$ cat config.mk
export PLATFORM = sky130hd
export DESIGN_NAME = uart_rx_frame_ctrl
export DESIGN_NICKNAME = d
export VERILOG_FILES = /design/src/rtl/uart_rx_frame_ctrl.sv
export SDC_FILE = /design/constraint.sdc
export NUM_CORES = 1
export LEC_CHECK = 0
export ABC_AREA = 1
export BUFFER_PORTS_ARGS = -buffer_cell sky130_fd_sc_hd__buf_2
export CORE_ASPECT_RATIO = 0.7
export CORE_UTILIZATION = 40
export DETAILED_ROUTE_END_ITERATION = 6
export GPL_ROUTABILITY_DRIVEN = 0
export GPL_TIMING_DRIVEN = 0
export SLEW_MARGIN = 0
export SYNTH_ARGS = -nofsm -noshare
export SYNTH_HDL_FRONTEND = slang
export SYNTH_SLANG_ARGS = --single-unit
export TNS_END_PERCENT = 50
$ cat constraint.sdc
create_clock -name clock -period 1.6 [get_ports clock]
set_input_delay 0.16 -clock clock [delete_from_list [all_inputs] [get_ports clock]]
set_output_delay 0.16 -clock clock [all_outputs]
set_load 0.005 [all_outputs]
$ cat src/rtl/uart_rx_frame_ctrl.sv
// Frame parser behind uart_receive: SOF, LEN, LEN payload bytes, XOR checksum.
// Good frames are committed to a readable bank; bad or stalled frames are dropped and flagged.
module uart_rx_frame_ctrl #(
    parameter int          CLK_HZ        = 50_000_000,
    parameter int          BAUD          = 9600,
    parameter logic [7:0]  SOF           = 8'hA5,
    parameter int          MAX_LEN       = 8,
    parameter int          TIMEOUT_BYTES = 4,
    localparam int         ADDR_W        = (MAX_LEN > 1) ? $clog2(MAX_LEN) : 1
) (
    input  logic              clock,
    input  logic              reset_n,
    input  logic [7:0]        byte_in,
    input  logic              byte_valid,
    input  logic [ADDR_W-1:0] rd_addr,
    output logic [7:0]        rd_data,
    output logic [3:0]        frame_len,
    output logic              frame_ok,
    output logic              frame_err,
    output logic [1:0]        err_code,
    output logic              busy
);

    localparam int BT     = 10 * CLK_HZ / BAUD;
    localparam int TO_CYC = TIMEOUT_BYTES * BT;
    localparam int TW     = $clog2(TO_CYC) + 1;
    localparam logic [TW-1:0] TO_LAST = TW'(TO_CYC - 1);

    localparam logic [1:0] S_IDLE    = 2'd0;
    localparam logic [1:0] S_LEN     = 2'd1;
    localparam logic [1:0] S_PAYLOAD = 2'd2;
    localparam logic [1:0] S_CHECK   = 2'd3;

    logic [1:0]    state;
    logic          byte_valid_d;
    logic          primed;
    logic [3:0]    len;
    logic [7:0]    csum;
    logic [ADDR_W:0] idx;
    logic [ADDR_W:0] idx_next;
    logic [TW-1:0] tcnt;
    logic [7:0]    shadow [MAX_LEN];
    logic [7:0]    bank   [MAX_LEN];

    logic accept;
    logic len_ok;
    logic timeout_hit;

    // Handshake: byte_in is sampled on the rising edge of byte_valid; there is no backpressure.
    // primed blocks a byte_valid that is already high when reset releases.
    assign accept      = byte_valid & ~byte_valid_d & primed;
    assign len_ok      = (byte_in >= 8'd1) && (byte_in <= 8'(MAX_LEN));
    assign busy        = (state != S_IDLE);
    assign idx_next    = idx + 1'b1;
    assign timeout_hit = busy && !accept && (tcnt >= TO_LAST);

    always_comb begin
        rd_data = 8'h00;
        if (int'(rd_addr) < MAX_LEN) rd_data = bank[rd_addr];
    end

    always_ff @(posedge clock or negedge reset_n) begin
        if (!reset_n) begin
            state        <= S_IDLE;
            byte_valid_d <= 1'b0;
            primed       <= 1'b0;
            len          <= 4'd0;
            csum         <= 8'h00;
            idx          <= '0;
            tcnt         <= '0;
            frame_len    <= 4'd0;
            frame_ok     <= 1'b0;
            frame_err    <= 1'b0;
            err_code     <= 2'b00;
            for (int i = 0; i < MAX_LEN; i++) begin
                shadow[i] <= 8'h00;
                bank[i]   <= 8'h00;
            end
        end else begin
            byte_valid_d <= byte_valid;
            primed       <= 1'b1;
            frame_ok     <= 1'b0;
            frame_err    <= 1'b0;

            if (!busy || accept) tcnt <= '0;
            else if (tcnt != {TW{1'b1}}) tcnt <= tcnt + 1'b1;

            if (timeout_hit) begin
                frame_err <= 1'b1;
                err_code  <= 2'b11;
                state     <= S_IDLE;
            end else if (accept) begin
                case (state)
                    S_IDLE: begin
                        if (byte_in == SOF) state <= S_LEN;
                    end
                    S_LEN: begin
                        if (len_ok) begin
                            len   <= byte_in[3:0];
                            csum  <= byte_in;
                            idx   <= '0;
                            state <= S_PAYLOAD;
                        end else begin
                            frame_err <= 1'b1;
                            err_code  <= 2'b01;
                            state     <= S_IDLE;
                        end
                    end
                    S_PAYLOAD: begin
                        shadow[idx[ADDR_W-1:0]] <= byte_in;
                        csum <= csum ^ byte_in;
                        idx  <= idx_next;
                        if (idx_next == (ADDR_W+1)'(len)) state <= S_CHECK;
                    end
                    default: begin
                        if (byte_in == csum) begin
                            for (int i = 0; i < MAX_LEN; i++)
                                bank[i] <= (i < int'(len)) ? shadow[i] : 8'h00;
                            frame_len <= len;
                            frame_ok  <= 1'b1;
                        end else begin
                            frame_err <= 1'b1;
                            err_code  <= 2'b10;
                        end
                        state <= S_IDLE;
                    end
                endcase
            end
        end
    end

endmodule

==> flow_metrics.env <==
export IMPL_rows=42
export IMPL_violations="setup timing"
export IMPL_hpwl_um=15470
export IMPL_status="finished, violations left"
export IMPL_switching_share=0.2429
export IMPL_power_share_clock=0.470
export IMPL_ys_ff_latch=175
export IMPL_synth_cells=977
export IMPL_critPathMaxStageDelay_ns=0.41
export IMPL_dp_slack_ns=-0.4503
export IMPL_worstPathMaxFanout=6
export IMPL_dpl_cell_area_mm2=0.008541
export IMPL_maxCapViolCount=0
export IMPL_die_area_mm2=0.02062
export IMPL_finalNonFillerCells=1373
export IMPL_power_uw=9325
export IMPL_synth_fp_nets=993
export IMPL_finalInstanceArea_mm2=0.01125
export IMPL_finalCriticalPeriod_ns=1.782
export IMPL_synth_most_common_cell="nand2_1"
export IMPL_arrival_ns=2.11
export IMPL_pwr_share_comb=0.052
export IMPL_crit_type="flop to flop"
export IMPL_yosysUniqueCellTypes=33
export IMPL_cp_start_kind="flop"
export IMPL_cts_root_buf="clkbuf_16"
export IMPL_slew_violations=0
export IMPL_fmax_ghz=0.5610
export IMPL_grt_usage=0.2491
export IMPL_finalNetCount=1112
export IMPL_gr_total_overflow=0
export IMPL_slowest_stage="dfrtp_1"
export IMPL_drt_initial_drc_count=694
export IMPL_hold_class="input port to flop"
export IMPL_synth_edf_count=0
export IMPL_ios=31
export IMPL_syn_avg_cell_area_um2=8.204
export IMPL_async_flop_share=1.000
export IMPL_place_inst=1272
export IMPL_start_util=0.4167
export IMPL_seq_area_frac_synth=0.5464
export IMPL_wire_per_inst_um=18.75
export IMPL_synth_area_leaders="dfrtp_1 55%, nand2_1 13%, o21ai_0 11%"
export IMPL_switchingPower_uw=2265
export IMPL_clock_sinks=175
export IMPL_hold_viol_final=0
export IMPL_synth_common_cells="276 x nand2_1, 175 x dfrtp_1, 172 x o21ai_0"
export IMPL_cts_clk_slew_worst_paths_ns=0.07
export IMPL_fin_skew_ns=0.009613
export IMPL_ys_flop_type="dfrtp_1"
export IMPL_cp_top_family="simple AND/OR/NAND/NOR gates"
export IMPL_yosys_area_top_type="dfrtp_1"
export IMPL_drtPass1Iterations=5
export IMPL_grt_pass1_vias=6791
export IMPL_fin_crit_sh=1.114
export IMPL_drc=0
export IMPL_numCtsBuffers=17
export IMPL_critPathRequiredTime_ns=1.93
export IMPL_portBuffers=30
export IMPL_relSlewSlack=0.3007
export IMPL_drive_above_1_share=0.3580
export IMPL_powerDensity_mw_per_mm2=828.6
export IMPL_syn_area_mm2=0.008015
export IMPL_fin_ws_ns=-0.1825
export IMPL_areaGrowthSynthToFinish_pct=40.41
export IMPL_seqPwrFrac=0.478
export IMPL_endpoint_kind="flop"
export IMPL_critPathBufInv=3
export IMPL_cts_tree="built"
export IMPL_num_vias=7472
export IMPL_clockBufferDepth=2
export IMPL_p_int_uw=7060
export IMPL_fillers=1665
export IMPL_postRouteAntennaNets=0
export IMPL_synth_top_area_frac=0.5464
export IMPL_peakVddDrop_mv=0.7181
export IMPL_rsz0062_at_grt="yes"
export IMPL_clk_insertion_delay_late_ns=0.45
export IMPL_power_leakage_uw=0.005003
export IMPL_fp_coreArea_mm2=0.01923
export IMPL_setup_viol=122
export IMPL_antenna_cells=0
export IMPL_grt_pass1_wl_um=38180
export IMPL_ctsHtreeMaxLevel=4
export IMPL_yosys_warnings=0
export IMPL_worstMarginPinSlew_ns=1.049
export IMPL_dieHeight_um=120.4
export IMPL_routed_wl_um=25750
export IMPL_via_per_inst=5.442
export IMPL_path_cells="xnor2_2 -> nand2_1 -> nor3_2 -> nand3_2 -> inv_2 -> nand2_8 -> buf_12 -> buf_8 -> nand2_2 -> o21ai_1"
export IMPL_die_w_um=171.2
export IMPL_grt_antenna_before_repair=0
export IMPL_grt_max_degree=120
export IMPL_holdWs_ns=0.1078
==> per-stage QoR <==
| stage | util | TNS, ns |
|---|---|---|
| 2_1_floorplan | - | 0 |
| 3_3_place_gp | 0.4421 | -478.83 |
| 3_5_place_dp | 0.4441 | -40.86 |
| 4_1_cts | 0.5221 | -7.441 |
| 5_1_grt | 0.5852 | -25.12 |
| 6_report | 0.5852 | -12.77 |
==> state kept, by name, indices dropped and copies added, names as in the netlist <==
name,cells
err_code,2
tcnt,19
bank,64
csum,8
shadow,64
frame_ok,1
primed,1
byte_valid_d,1
frame_err,1
len,4
idx,4
state,2
frame_len,4
==> worst min-delay path, cell delays in order <==
cell and delay, ns:
buf_2 0.13, nand2_1 0.06, o21ai_0 0.06, nand2_1 0.07
o21ai_2 0.05
==> power by group through the flow <==
stage	clock network, uW	logic (uW)	registers [uW]
6_report	4380	489	4450
3_3_place_gp	0	425	4540
3_5_place_dp	0	436	4530
5_1_grt	4610	540	4450
4_1_cts	4440	452	4450
2_1_floorplan	0	183	4530
==> what timing repair did <==
item                       in CTS  in global routing
setup buffers                  17                 28
setup endpoints to repair     161                182
gates resized for setup       215                273
hold endpoints to repair       57                  0
hold buffers                    2                  0
pin swaps                      19                 33
gates cloned                   12                 10
==> metal layers <==
layer | routed length, um | track usage | vias to the layer above
li1 | - | - | 3465
met1 | 12380 | 0.3873 | 3715
met2 | 10960 | 0.3310 | 260
met3 | 2060 | 0.07201 | 32
met4 | 345 | 0.06585 | 0
met5 | 0 | 0 | -
==> layout make-up <==
class                           instances  area (um^2)  area share
Sequential cell                       175         4387      0.3898
Multi-Input combinational cell        690         4145      0.3683
Timing Repair Buffer                  100        993.5     0.08827
Buffer                                 49        528.0     0.04692
Clock buffer                           18        429.2     0.03813
Tap cell                              264        330.3     0.02935
Inverter                               63        262.8     0.02335
Clock inverter                         14        178.9     0.01590
==> path summary, 6_finish.rpt <==
path                       cells past startpoint                    from                     end  slack, ns
max                                           10     csum[2]$_DFFE_PN0P_    bank[16]$_DFFE_PN0P_      -0.18
min                                            5              byte_in[3]     csum[3]$_DFFE_PN0P_       0.11
max reg2reg                                   10     csum[2]$_DFFE_PN0P_    bank[16]$_DFFE_PN0P_      -0.18
min reg2reg                                    2  shadow[60]$_DFFE_PN0P_  shadow[60]$_DFFE_PN0P_       0.49
max in group asynchronous                      3                 reset_n      idx[1]$_DFFE_PN0P_       0.37
min in group asynchronous                      2                 reset_n    bank[27]$_DFFE_PN0P_       0.23
==> logic make-up (layout without fill, tap and decap cells) <==
group	after synthesis	after routing	synth area share
AND/OR/NAND/NOR	438	438	0.2278
AO/OA/AOI/OAI	236	236	0.1516
flip-flops	175	175	0.5464
buffers and inverters	112	244	0.05635
XOR/XNOR	12	12	0.01311
adder cells (fa/ha/maj)	2	2	0.003122
other	1	1	0.0004679
multiplexers	1	1	0.001249
==> placed cells by master (no fill, tap or decap), types with 4 or more instances in the layout <==
master,instances
buf_8,7
o21ai_0,79
xor2_1,6
inv_6,4
buf_12,8
o21ai_1,51
clkbuf_1,12
nor2_1,78
clkbuf_2,6
nand3_1,26
dfrtp_1,169
o21ai_2,75
xnor2_2,4
inv_2,6
buf_6,21
nand3_4,6
clkinvlp_4,5
clkbuf_16,27
nand2_2,51
nand2_4,39
a21oi_1,4
buf_2,35
dfrtp_2,6
a31oi_1,10
nand4_1,17
o22ai_1,8
nand2_1,188
inv_1,52
nor2_4,10
nor2_2,8
buf_16,6
buf_4,36
No activity file was read; power rests on OpenSTA's default activity.
